**src/rtl/rvfpm_xreg_wb.sv**
```systemverilog
// rvfpm_xreg_wb: follows X-register-writing FP ops through the rvfpm pipeline and queues their results for the integer core.
// Latency: result captured after PIPELINE_STAGES enabled cycles; it appears on wb_* one cycle later (no bypass).
// Backpressure: wb_valid/wb_ready pops the head; stall_req asks upstream to freeze before the FIFO could overflow.

// Generic synchronous FIFO with valid/ready on both sides.
// Latency: a written entry is readable the cycle after the write.
// Backpressure: in_rdy drops only when full and the head is not leaving this cycle.
module rvfpm_xreg_wb_fifo #(
  parameter int DEPTH = 4,
  parameter int WIDTH = 37
) (
  input  logic                       ck,
  input  logic                       rst,
  input  logic                       in_vld,
  input  logic [WIDTH-1:0]           in_dat,
  output logic                       in_rdy,
  output logic                       out_vld,
  output logic [WIDTH-1:0]           out_dat,
  input  logic                       out_rdy,
  output logic [$clog2(DEPTH+1)-1:0] count
);

  localparam int AW = $clog2(DEPTH);
  localparam int CW = $clog2(DEPTH + 1);

  logic [WIDTH-1:0] mem [DEPTH];
  logic [AW-1:0]    wr_ptr;
  logic [AW-1:0]    rd_ptr;
  logic [CW-1:0]    cnt_q;
  logic             wr_en;
  logic             rd_en;

  assign out_vld = (cnt_q != '0);
  assign rd_en   = out_vld && out_rdy;
  // A full FIFO still accepts a write when the head leaves in the same cycle.
  assign in_rdy  = (cnt_q != CW'(DEPTH)) || rd_en;
  assign wr_en   = in_vld && in_rdy;
  assign out_dat = mem[rd_ptr];
  assign count   = cnt_q;

  // Pointer and occupancy bookkeeping; pointers wrap naturally since DEPTH is a power of two.
  always_ff @(posedge ck) begin
    if (rst) begin
      wr_ptr <= '0;
      rd_ptr <= '0;
      cnt_q  <= '0;
    end else begin
      if (wr_en) begin
        wr_ptr <= wr_ptr + AW'(1);
      end
      if (rd_en) begin
        rd_ptr <= rd_ptr + AW'(1);
      end
      case ({wr_en, rd_en})
        2'b10:   cnt_q <= cnt_q + CW'(1);
        2'b01:   cnt_q <= cnt_q - CW'(1);
        default: cnt_q <= cnt_q;
      endcase
    end
  end

  // Storage array; contents are only observed through out_dat while out_vld is high.
  always_ff @(posedge ck) begin
    if (wr_en) begin
      mem[wr_ptr] <= in_dat;
    end
  end

endmodule

module rvfpm_xreg_wb #(
  parameter int PIPELINE_STAGES = 4,
  parameter int FIFO_DEPTH      = 4,
  parameter int XLEN            = 32
) (
  input  logic                            ck,
  input  logic                            rst,
  input  logic                            enable,
  input  logic [31:0]                     instruction,
  input  logic [XLEN-1:0]                 data_toXReg,
  output logic                            wb_valid,
  input  logic                            wb_ready,
  output logic [4:0]                      wb_rd,
  output logic [XLEN-1:0]                 wb_data,
  output logic [$clog2(FIFO_DEPTH+1)-1:0] fifo_count,
  output logic                            stall_req,
  output logic                            overflow_err
);

  localparam int CW = $clog2(FIFO_DEPTH + 1);
  localparam int OW = $clog2(FIFO_DEPTH + PIPELINE_STAGES + 1);
  localparam int EW = 5 + XLEN;

  localparam logic [6:0] OP_FP      = 7'b1010011;
  localparam logic [6:0] F7_MV_CLS  = 7'b1110000;
  localparam logic [6:0] F7_CMP     = 7'b1010000;
  localparam logic [6:0] F7_CVT_W   = 7'b1100000;

  typedef struct packed {
    logic       v;
    logic [4:0] rd;
  } tag_t;

  typedef struct packed {
    logic [4:0]      rd;
    logic [XLEN-1:0] data;
  } wb_ent_t;

  logic [6:0] opcode;
  logic [6:0] funct7;
  logic [2:0] funct3;
  logic [4:0] rs2;
  logic       unused_rs1;
  logic       issue;

  tag_t       tag_q [PIPELINE_STAGES];
  tag_t       exit_tag;

  logic       push_vld;
  logic       push_rdy;
  wb_ent_t    push_dat;
  logic       head_vld;
  wb_ent_t    head_dat;
  logic [CW-1:0] cnt;

  logic [OW-1:0] occupancy;
  logic          ovf_q;

  assign opcode     = instruction[6:0];
  assign funct3     = instruction[14:12];
  assign rs2        = instruction[24:20];
  assign funct7     = instruction[31:25];
  assign unused_rs1 = ^instruction[19:15];

  // Decode: only FP ops whose result lands in the integer register file are tracked.
  always_comb begin
    issue = 1'b0;
    if (opcode == OP_FP) begin
      case (funct7)
        // FMV.X.W (funct3 000) and FCLASS.S (funct3 001)
        F7_MV_CLS: issue = (rs2 == 5'd0) && ((funct3 == 3'b000) || (funct3 == 3'b001));
        // FEQ.S / FLT.S / FLE.S
        F7_CMP:    issue = (funct3 == 3'b010) || (funct3 == 3'b001) || (funct3 == 3'b000);
        // FCVT.W.S / FCVT.WU.S
        F7_CVT_W:  issue = (rs2 == 5'd0) || (rs2 == 5'd1);
        default:   issue = 1'b0;
      endcase
    end
  end

  // Tag shift register, delay-matched to rvfpm; the whole pipe freezes with enable.
  always_ff @(posedge ck) begin
    if (rst) begin
      for (int i = 0; i < PIPELINE_STAGES; i++) begin
        tag_q[i] <= '0;
      end
    end else if (enable) begin
      tag_q[0] <= '{v: issue, rd: instruction[11:7]};
      for (int i = 1; i < PIPELINE_STAGES; i++) begin
        tag_q[i] <= tag_q[i-1];
      end
    end
  end

  assign exit_tag = tag_q[PIPELINE_STAGES-1];

  // Capture happens only on an advancing cycle, so a frozen exit tag pushes exactly once.
  // Writes to x0 are architecturally discarded and never occupy a FIFO slot.
  assign push_vld = exit_tag.v && enable && (exit_tag.rd != 5'd0);
  assign push_dat = '{rd: exit_tag.rd, data: data_toXReg};

  rvfpm_xreg_wb_fifo #(
    .DEPTH (FIFO_DEPTH),
    .WIDTH (EW)
  ) u_fifo (
    .ck      (ck),
    .rst     (rst),
    .in_vld  (push_vld),
    .in_dat  (push_dat),
    .in_rdy  (push_rdy),
    .out_vld (head_vld),
    .out_dat (head_dat),
    .out_rdy (wb_ready),
    .count   (cnt)
  );

  // Sticky loss flag: a result arrived while the FIFO was full and nothing was leaving.
  always_ff @(posedge ck) begin
    if (rst) begin
      ovf_q <= 1'b0;
    end else if (push_vld && !push_rdy) begin
      ovf_q <= 1'b1;
    end
  end

  // Worst-case demand: every queued entry plus every tag still in the pipe.
  always_comb begin
    occupancy = OW'(cnt);
    for (int i = 0; i < PIPELINE_STAGES; i++) begin
      occupancy = occupancy + OW'(tag_q[i].v);
    end
  end

  assign stall_req = (occupancy >= OW'(FIFO_DEPTH));

  // Head presentation; fields read zero whenever nothing is queued.
  always_comb begin
    wb_valid     = head_vld;
    wb_rd        = head_vld ? head_dat.rd : 5'd0;
    wb_data      = head_vld ? head_dat.data : '0;
    fifo_count   = cnt;
    overflow_err = ovf_q;
  end

endmodule

```
**config.mk**
```make
export PLATFORM = sky130hd
export DESIGN_NAME = rvfpm_xreg_wb
export DESIGN_NICKNAME = d
export VERILOG_FILES = /design/src/rtl/rvfpm_xreg_wb.sv
export SDC_FILE = /design/constraint.sdc
export NUM_CORES = 1
export LEC_CHECK = 0
export CORE_MARGIN = 3
export CORE_UTILIZATION = 33
export CTS_CLUSTER_DIAMETER = 50
export DETAILED_ROUTE_END_ITERATION = 6
export GPL_TIMING_DRIVEN = 0
export PLACE_DENSITY = 0.5
export SYNTH_ARGS = -nofsm -noshare
export SYNTH_HDL_FRONTEND = slang
export SYNTH_SLANG_ARGS = --single-unit
```
**constraint.sdc**
```tcl
create_clock -name ck -period 4.25 [get_ports ck]
set_input_delay 0.6375 -clock ck [delete_from_list [all_inputs] [get_ports ck]]
set_output_delay 0.6375 -clock ck [all_outputs]
set_load 0.02 [all_outputs]
```
# Word-level counts from Yosys, hierarchy flattened
# Memory sizes are Yosys's and may differ from the RTL's. A register that Yosys moved wholly into a read port is not among the register bits.
# Cells that the tools add are included.
# word_totals
mem_bits_rw	172
output_inout_bits	43
mem_count	2
wordCells	64
regBits	8
# classes
magnitude_cmp	1
mux	18
add_sub_neg	8
reduce_logical	17
bitwise_logic	4
eq_ne	10
# memory_table
memory	depth	width	rd	rd_ports_with_merged_regs	write_ports	line	source
u_fifo.mem	4	37	1	1	1	26	logic [WIDTH-1:0] mem [DEPTH];
tag_q	4	6	4	0	4	116	tag_t tag_q [PIPELINE_STAGES];
# op_table
cell	n
$mux W32	1
$eq A7 B7 Y1 const B	4
$mux W6	4
$add A4 B1 Y4	3
$mux W1	8
$logic_and A1 B1 Y1	6
$pmux W3 S2	1
$eq A5 B1 Y1 const B	1
$logic_not A5 Y1	1
$logic_or A1 B1 Y1	5
$mux W5	1
$reduce_bool A5 Y1	1
$add A2 B1 Y2 const B	2
$add A3 B1 Y4	1
$ge A4 B3 Y1 const B	1
$mux W2	2
$or A1 B1 Y1	4
$add A3 B1 Y3 const B	1
$eq A3 B1 Y1 const B	1
$eq A3 B2 Y1 const B	1
$logic_not A3 Y1	1
$ne A3 B3 Y1 const B	1
$pmux W1 S3	1
$reduce_bool A3 Y1	1
5 further kinds	5

# Longest topological paths before layout
# Gate-level depths: netlist of run 1.
# depth
depth_word	6
ltp_mapped	9
ltp_nobuf	9

# Cells and area by module
# Synthesis of run 1 repeated with hierarchy kept, for this count alone.
# unflattened
cells_unflattened	365
area_unflattened_um2	7170.6
# by_module_without_submodules
module	n_inst	seq_area_each_um2	cells_each	area_per_inst_um2
rvfpm_xreg_wb_fifo	1	4624.4	251	5848.1
rvfpm_xreg_wb	1	740.7	114	1322.5

# Worst setup path before layout of run 1
# OpenSTA, ideal clock, no wires.
# synth_timing
kind	input to register
startpoint	in wb_ready
endpoint	mem u_fifo.mem[0][0], enable pin
stages	3
arrival_time_ns	2.036
setup_time_ns	0.398
t_required_ns	3.852
path_slack_ns	1.816
path_cell_list	nor4b_1 -> a211oi_2 -> and2_1
# synth_via
elab_chain_cells	5
# synth_rtl
element	line	source
start, declared	82	input logic wb_ready,
$logic_and A1 B1 Y1	34	assign rd_en = out_vld && out_rdy;
$logic_or A1 B1 Y1	36	assign in_rdy = (cnt_q != CW'(DEPTH)) || rd_en;
$logic_and A1 B1 Y1	37	assign wr_en = in_vld && in_rdy;
$mux W1	64	if (wr_en) begin
$mux W1 (implied by the code)	65	mem[wr_ptr] <= in_dat;
end, declared	26	
# Every way passes these cells.

# Worst setup path after layout of run 1
# layout_timing
startpoint	reg u_fifo.cnt_q[0], in the netlist u_fifo.count[0]
endpoint	out wb_data[8]
# layout_via
elab_chain_cells	2
# layout_rtl
element	line	source
start, declared	29	logic [CW-1:0] cnt_q;
start signal, assigned	55	2'b10: cnt_q <= cnt_q + CW'(1);
start signal, assigned	56	2'b01: cnt_q <= cnt_q - CW'(1);
start signal, assigned	57	default: cnt_q <= cnt_q;
$reduce_bool A3 Y1	33	assign out_vld = (cnt_q != '0);
$mux W32	210	wb_data = head_vld ? head_dat.data : '0;
end, declared	84	output logic [XLEN-1:0] wb_data,
# Every way passes these cells.

==> impl_results.md, run 1 <==
* Cell mode on critical path: clkbuf_1
* Slowest stage cell on the critical path: clkdlybuf4s50_1
* Yosys cell types at 38
* Detailed Routing Iterations Pass 1 at 4
* CTS tree: yes
* Mapped cell area at 0.00715 mm^2
* H-tree depth at 4
* Final ANT Viol Nets at 0
* Worst path max stage delay at 0.57 ns
* Seq cells post-synth at 182
* Vias in the first global route at 3,964
* Top cell type's share of synthesized area at 72.2%
* Max Cap Viol at 0
* Die X at 153 um
* Synth Area in Adders at 1.78%
* Slew Limit Fails at 0
* Clk buf depth at 2
* # setup viols final at 0
* Detailed-route via count at 3,603
* Initial core utilization at 33.8%
* Die area at 0.0235 mm^2
* Synthesized-area fraction occupied by and/or/nand/nor cells at 7.89%
* Starting DRT DRC Count at 147
* Clk slew on worst S/H paths at 0.07 ns
* Resized Gates After CTS at 0
* Dominant synthesized flop cell: edfxtp_1
* Global-route wire length before repair at 21,500 um
* Worst-path cell chain: nor3_1 > clkbuf_1 > clkbuf_1 > nor2b_1 > clkdlybuf4s50_1
* Skew-Pair Late Insertion Delay at 0.41 ns
* Worst reg2reg setup slack at 1.73 ns
* Critical Path RT at 3.61 ns
* Final nets at 569
* Post-Synth XOR/XNOR Area at 0.490%
* Lkg Pwr at 2.97 nW
* R2R depth at 9
* Core ar. at 0.0212 mm^2
* Dpl ws at 1.07 ns
* Arrival time worst endpoint at 2.91 ns
* Fin crit share at 83.4%
* Complex-gate fraction of the synthesized area at 1.35%
* WL final at 13,600 um
* Synth top area cells: edfxtp_1 72%, mux4_2 12%, nor2b_1 3.3%, dfxtp_1 2.8%, and2_1 2.4%
* Sequential share of the synthesized area at 75.0%
* Clk_skew at 0.00782 ns
* Die Y at 153 um
* Mux share of post-synthesis cell area at 11.9%
* Largest family of logic cells by synthesized area: multiplexers
* Area grow syn2layout at 29.1%
* Avg WL per Cell at 17.4 um
* Min Tclk post-route at 3.54 ns
* Hold EP: overflow_err$_SDFFE_PP0P_
* Startpoint types: flip-flop
* Critical path fanouts, max at 10
* Routability cong. at 0.677
* Reg2reg end: u_fifo.count[2]$_SDFFE_PP0P_
* Setup TNS at 0 ns
* Total global-route track usage at 12.0%
* Post-CTS Setup Repair Bufs at 0
* Synth top cells by count: 172 x edfxtp_1, 38 x nor2b_1, 37 x mux4_2
* IO Pins at 111
* RR Startpoint: u_fifo.count[2]$_SDFFE_PP0P_
* Status: finished, final reports clean
* Slew headroom at 55.9%
* Layout cells sized above 1 at 16.6%
* Hold path start: overflow_err$_SDFFE_PP0P_
* DRC viols at 0
* Sink Count at 182
* Cells after Synth at 364
* Dpl hpwl at 8620 um
* Post-synth EDFFs at 172
* CP Class: reg -> out
* PwrDens at 470 mW/mm^2
* Post-Syn Nets at 441
* Hold buffer count at cts at 0
* GRT overflow at 0
* Initial antenna violation count at 0
* F_max at 282 MHz
* Filler Cells Inserted at 1,861
* Final worst slack at 0.707 ns
* Average cell area after synthesis at 19.7 um^2
* Ant. Diodes at 0
* Min-Delay Path Class: reg -> reg
* Row count at 53
* CP Capture Type: output port
* DR vias/cell at 4.62
* Worst Tran Pin Value at 0.662 ns
* Hold path cells at 2
* Num CTS Buffers at 17
* Post-synth top area cell: edfxtp_1
* IO buf count at 105
* Ys Warns at 0
* Fin. Hold Viols at 0
* Worst vdd ir at 0.243 mV
* Count leader, synth: edfxtp_1
* Asr flop ratio synth at 0%
* Root Buffer: clkbuf_16
* RSZ-0062 raised after global routing: false
* Largest net degree at the start of global routing at 25
[area by class of cell]
cell class | count | area, um^2 | share of cell area (%)
Sequential cell | 182 | 5370 | 58.1
Clock inverter | 14 | 173 | 1.87
Tap cell | 275 | 344 | 3.73
Multi-Input combinational cell | 156 | 1680 | 18.2
Clock buffer | 18 | 429 | 4.65
Buffer | 15 | 70.1 | 0.759
Timing Repair Buffer | 109 | 1130 | 12.2
Inverter | 11 | 41.3 | 0.447
[metal layers]
layer,up-vias,GRT usage (%),share of wire [%],routed length (um)
met5,-,0,0,0
met4,0,3.44,0.71,97
met3,8,3.77,4.9,668
met2,94,19.8,50,6790
met1,1829,15.3,44,6020
li1,1672,-,-,-
[layout by cell type, fill, tap and decap left out, types with 4 or more instances in the layout]
master	synthesis	final
buf_12	0	4
clkbuf_16	0	17
ha_1	7	7
nor2_1	9	9
dfxtp_1	10	10
and2_2	0	4
inv_6	0	5
mux4_2	37	37
inv_1	11	11
xor2_1	4	4
and2_1	28	24
nor2b_1	38	38
edfxtp_1	172	172
clkdlybuf4s50_1	0	105
clkbuf_1	9	10
[cells by family (layout without fill, tap and decap cells)]
family                     Yosys count  count (layout)
xor gates and xnor gates             4               4
buffers and inverters               26             167
AOI/OAI and AO/OA                   13              13
DFF                                182             182
muxes                               39              39
and+or+nand+nor                     91              91
adders and majority gates            9               9
[report_power, final]
group          switching (mW)  leakage, nW  internal, mW
clock network           0.653        0.283         0.932
logic                   0.365         1.01         0.366
registers              0.0226         1.68          2.00
total                    1.04         2.97          3.30
[stage by stage]
step	hold slack, ns	utilization (%)	cells	instance area [um^2]	total power, mW
floorplan	0.481	-	364	7150	2.47
global placement	0.436	40.4	744	8550	2.80
detailed placement	0.445	40.8	748	8630	2.81
CTS	0.464	43.7	780	9240	4.40
global route	0.506	43.7	780	9240	4.52
finish	0.463	43.7	780	9240	4.34
[flip-flops by register name, summed over array words and instances, names as in the netlist, named ones only]
signal	count
u_fifo.rd_ptr	2
overflow_err	1
u_fifo.mem	148
u_fifo.count	3
u_fifo.wr_ptr	2
tag_q	24
[critical path: cells and delay by family, from the launching register on]
kind	cells	cell delay, ns
simple gates	2	0.47
flops	1	0.40
buf+inv	3	1.62
[how the worst max path moves through the flow]
| stage | from | to | slack [ns] | depth (start not counted) |
|---|---|---|---|---|
| floorplan | wb_ready | u_fifo.mem[0][0]$_DFFE_PP_ | 1.82 | 3 |
| global placement | wb_ready | u_fifo.mem[0][14]$_DFFE_PP_ | 0.36 | 4 |
| detailed placement | u_fifo.count[0]$_SDFFE_PP0P_ | wb_data[8] | 1.07 | 5 |
| CTS | u_fifo.count[0]$_SDFFE_PP0P_ | wb_data[8] | 0.61 | 5 |
| global route | u_fifo.count[0]$_SDFFE_PP0P_ | wb_data[8] | 0.44 | 5 |
| finish | u_fifo.count[0]$_SDFFE_PP0P_ | wb_data[8] | 0.71 | 5 |
Power figures use the tool's default switching activity.
==> run 2, diff against run 1 <==
PLACE_DENSITY = 0.52   (was 0.5)
clock period = 3.2 ns   (was 4.25 ns; I/O delays follow)
==> run 2 against run 1 <==
  * Setup slack lost 0.51 ns
  * First-iteration DRC count grew 14%
  * Critical path depth is the same
  * Non-clock buffer count is the same
  * Clock skew grew 0.0029 ns
  * Die area is the same
==> impl_results.md, run 2 (same netlist as run 1, synthesis figures left out) <==
* Status: finished, final reports clean
* Placed Area at 0.00863 mm^2 (unchanged)
* Min-Delay Path Class: reg -> reg
* Clk_skew at 0.0107 ns (+0.00285 ns)
* Largest net degree at the start of global routing at 25 (unchanged)
* GRT overflow at 0 (unchanged)
* Final nets at 569 (unchanged)
* Comb pwr share at 17.2% (+0.4 points)
* Fin. Hold Viols at 0 (unchanged)
* Met3 track demand over resource at 4.16% (+0.40 points)
* Critical path fanouts, max at 10 (unchanged)
* PwrDens at 611 mW/mm^2 (+30%)
* Slew Limit Fails at 0 (unchanged)
* F_max at 333 MHz
* Worst vdd ir at 0.339 mV (+39%)
* Design Area, Final at 0.00921 mm^2 (-0.27%)
* IO buf count at 105 (unchanged)
* Core ar. at 0.0212 mm^2 (unchanged)
* WL final at 13,400 um (-1.5%)
* Hold EP: overflow_err$_SDFFE_PP0P_
* Busiest grt layer: met2
* Layout cells sized above 1 at 17.5% (+0.83 points)
* CP Class: reg -> out
* Slowest stage cell on the critical path: clkdlybuf4s50_1
* Max Cap Viol at 0 (unchanged)
* RR Startpoint: u_fifo.count[0]$_SDFFE_PP0P_
* Total global-route track usage at 11.8% (-0.16 points)
* RSZ-0062 raised after global routing: false
* Startpoint types: flip-flop
* Sequential power share at 47.8% (+1.2 points)
* Slew headroom at 62.8% (+6.9 points)
* Fin crit share at 93.9%
* Die X at 153 um (unchanged)
* Reg2reg end: u_fifo.count[2]$_SDFFE_PP0P_
* Clk slew on worst S/H paths at 0.06 ns (about the same)
* Hold path cells at 2 (unchanged)
* Lkg Pwr at 2.99 nW (+0.48%)
* Critical Path RT at 2.72 ns (-0.89 ns)
* Crit path buf inv count at 3 (unchanged)
* Worst Tran Pin Value at 0.550 ns (-0.111 ns)
* Met2 Usage GRT at 20.0% (+0.15 points)
* Worst-path cell chain: clkbuf_4 > buf_4 > mux4_2 > nor2b_1 > clkdlybuf4s50_1
* Dpl hpwl at 8770 um (+1.7%)
* Hold buffer count at cts at 0 (unchanged)
* Global-route wire length before repair at 21,100 um (-2.0%)
* Sink Count at 182 (unchanged)
* Dpl ws at 0.129 ns (-0.942 ns)
* H-tree depth at 4 (unchanged)
* Worst hold slack at 0.452 ns (-0.0106 ns)
* Detailed Routing Iterations Pass 1 at 4 (unchanged)
* Routability cong. at 0.678 (about the same)
* Initial antenna violation count at 0 (unchanged)
* Die Y at 153 um (unchanged)
* Hold path start: overflow_err$_SDFFE_PP0P_
* Die area at 0.0235 mm^2 (unchanged)
* Largest register by flop count: u_fifo.mem
* Cell family with most CP delay: buffers and inverters
* Detailed-route via count at 3,636 (+0.92%)
* Int Pwr at 4.29 mW (+30%)
* R2R depth at 9 (unchanged)
* Clock power share at 35.0% (-1.5 points)
* Final worst slack at 0.196 ns (-0.511 ns)
* Area grow syn2layout at 28.8%
* Clk buf depth at 2 (unchanged)
* GR Layer Usage met1 at 14.5% (-0.75 points)
* Final ANT Viol Nets at 0 (unchanged)
* Max reg flops at 148 (unchanged)
* DRC viols at 0 (unchanged)
* Worst path max stage delay at 0.58 ns (about the same)
* Row count at 53 (unchanged)
* IO Pins at 111 (unchanged)
* Net load switching power at 1.34 mW (+29%)
* DR vias/cell at 4.66 (+0.92%)
* Most frequent cells in the layout: 172 x edfxtp_1, 104 x clkdlybuf4s50_1, 38 x nor2b_1
* Root Buffer: clkbuf_16
* Arrival time worst endpoint at 2.52 ns (-0.39 ns)
* Switching part of the total at 23.8% (-0.21 points)
* Num CTS Buffers at 17 (unchanged)
* Min Tclk post-route at 3.00 ns
* CTS tree: yes
* Initial core utilization at 33.8% (unchanged)
* # setup viols final at 0 (unchanged)
* Skew-Pair Late Insertion Delay at 0.41 ns (about the same)
* Most common cell after layout, fill and taps aside: edfxtp_1
* Starting DRT DRC Count at 167 (+14%)
* Worst reg2reg setup slack at 0.65 ns (-1.08 ns)
* CP Capture Type: output port
* Avg WL per Cell at 17.1 um (-1.5%)
* Vias in the first global route at 3,918 (-1.2%)
==> run 2: worst register-to-register path: cells and delay by family, from the launching register on <==
| kind | cells | cell delay, ns |
|---|---|---|
| AND/OR/NAND/NOR | 2 | 0.86 |
| adder cells (fa/ha/maj) | 2 | 0.56 |
| flip-flops | 1 | 0.39 |
| AO/OA/AOI/OAI | 2 | 0.34 |
| buffers and inverters | 2 | 0.16 |
| XOR/XNOR | 1 | 0.16 |
==> run 2: metrics by stage <==
step | setup TNS, ns | std cells | total power [mW] | util, %
3_5_place_dp | 0 | 748 | 3.74 | 40.8
4_1_cts | 0 | 779 | 5.71 | 43.5
3_3_place_gp | -83.68 | 744 | 3.72 | 40.4
5_1_grt | 0 | 779 | 5.86 | 43.5
2_1_floorplan | 0 | 364 | 3.28 | -
6_report | 0 | 780 | 5.63 | 43.5
==> run 2: per-layer routing <==
| layer | wire [um] | vias up |
|---|---|---|
| met5 | 0 | - |
| met4 | 68 | 0 |
| met3 | 796 | 4 |
| met2 | 6690 | 109 |
| met1 | 5820 | 1846 |
| li1 | - | 1677 |
==> run 2: worst max-delay path by stage <==
stage	end	slack [ns]	depth (start not counted)	start
2_1_floorplan	u_fifo.mem[0][0]$_DFFE_PP_	0.79	3	u_fifo.count[0]$_SDFFE_PP0P_
3_3_place_gp	u_fifo.mem[0][17]$_DFFE_PP_	-0.59	4	wb_ready
3_5_place_dp	u_fifo.count[2]$_SDFFE_PP0P_	0.13	10	wb_ready
4_1_cts	wb_data[18]	0.006	5	flip-flop
5_1_grt	wb_data[26]	0.007	5	flip-flop
6_report	wb_data[26]	0.20	5	flip-flop
==> run 2: area by class of cell <==
type                       instances  area [um^2]
antenna                            1         2.50
buffer                            15         80.1
clock buffer                      18          429
clock inverter                    13          133
fill                            1841        11900
inverter                          11         41.3
multi-input combinational        156         1680
sequential                       182         5370
tap                              275          344
timing repair buffer             109         1130
==> run 2: what timing repair did <==
| item | 4_1_cts | 5_1_grt |
|---|---|---|
| resized for setup | 4 | 6 |
| setup buffers | 0 | 0 |
| setup endpoints to repair | 27 | 30 |
==> run 2: power by group through the flow <==
stage / clock network (mW) / logic [mW] / registers [mW]
after floorplan: 0 / 0.540 / 2.74
after global placement: 0 / 0.984 / 2.74
after detailed placement: 0 / 0.997 / 2.74
after CTS: 2.02 / 1.00 / 2.69
after global routing: 2.11 / 1.05 / 2.69
final: 1.97 / 0.970 / 2.69
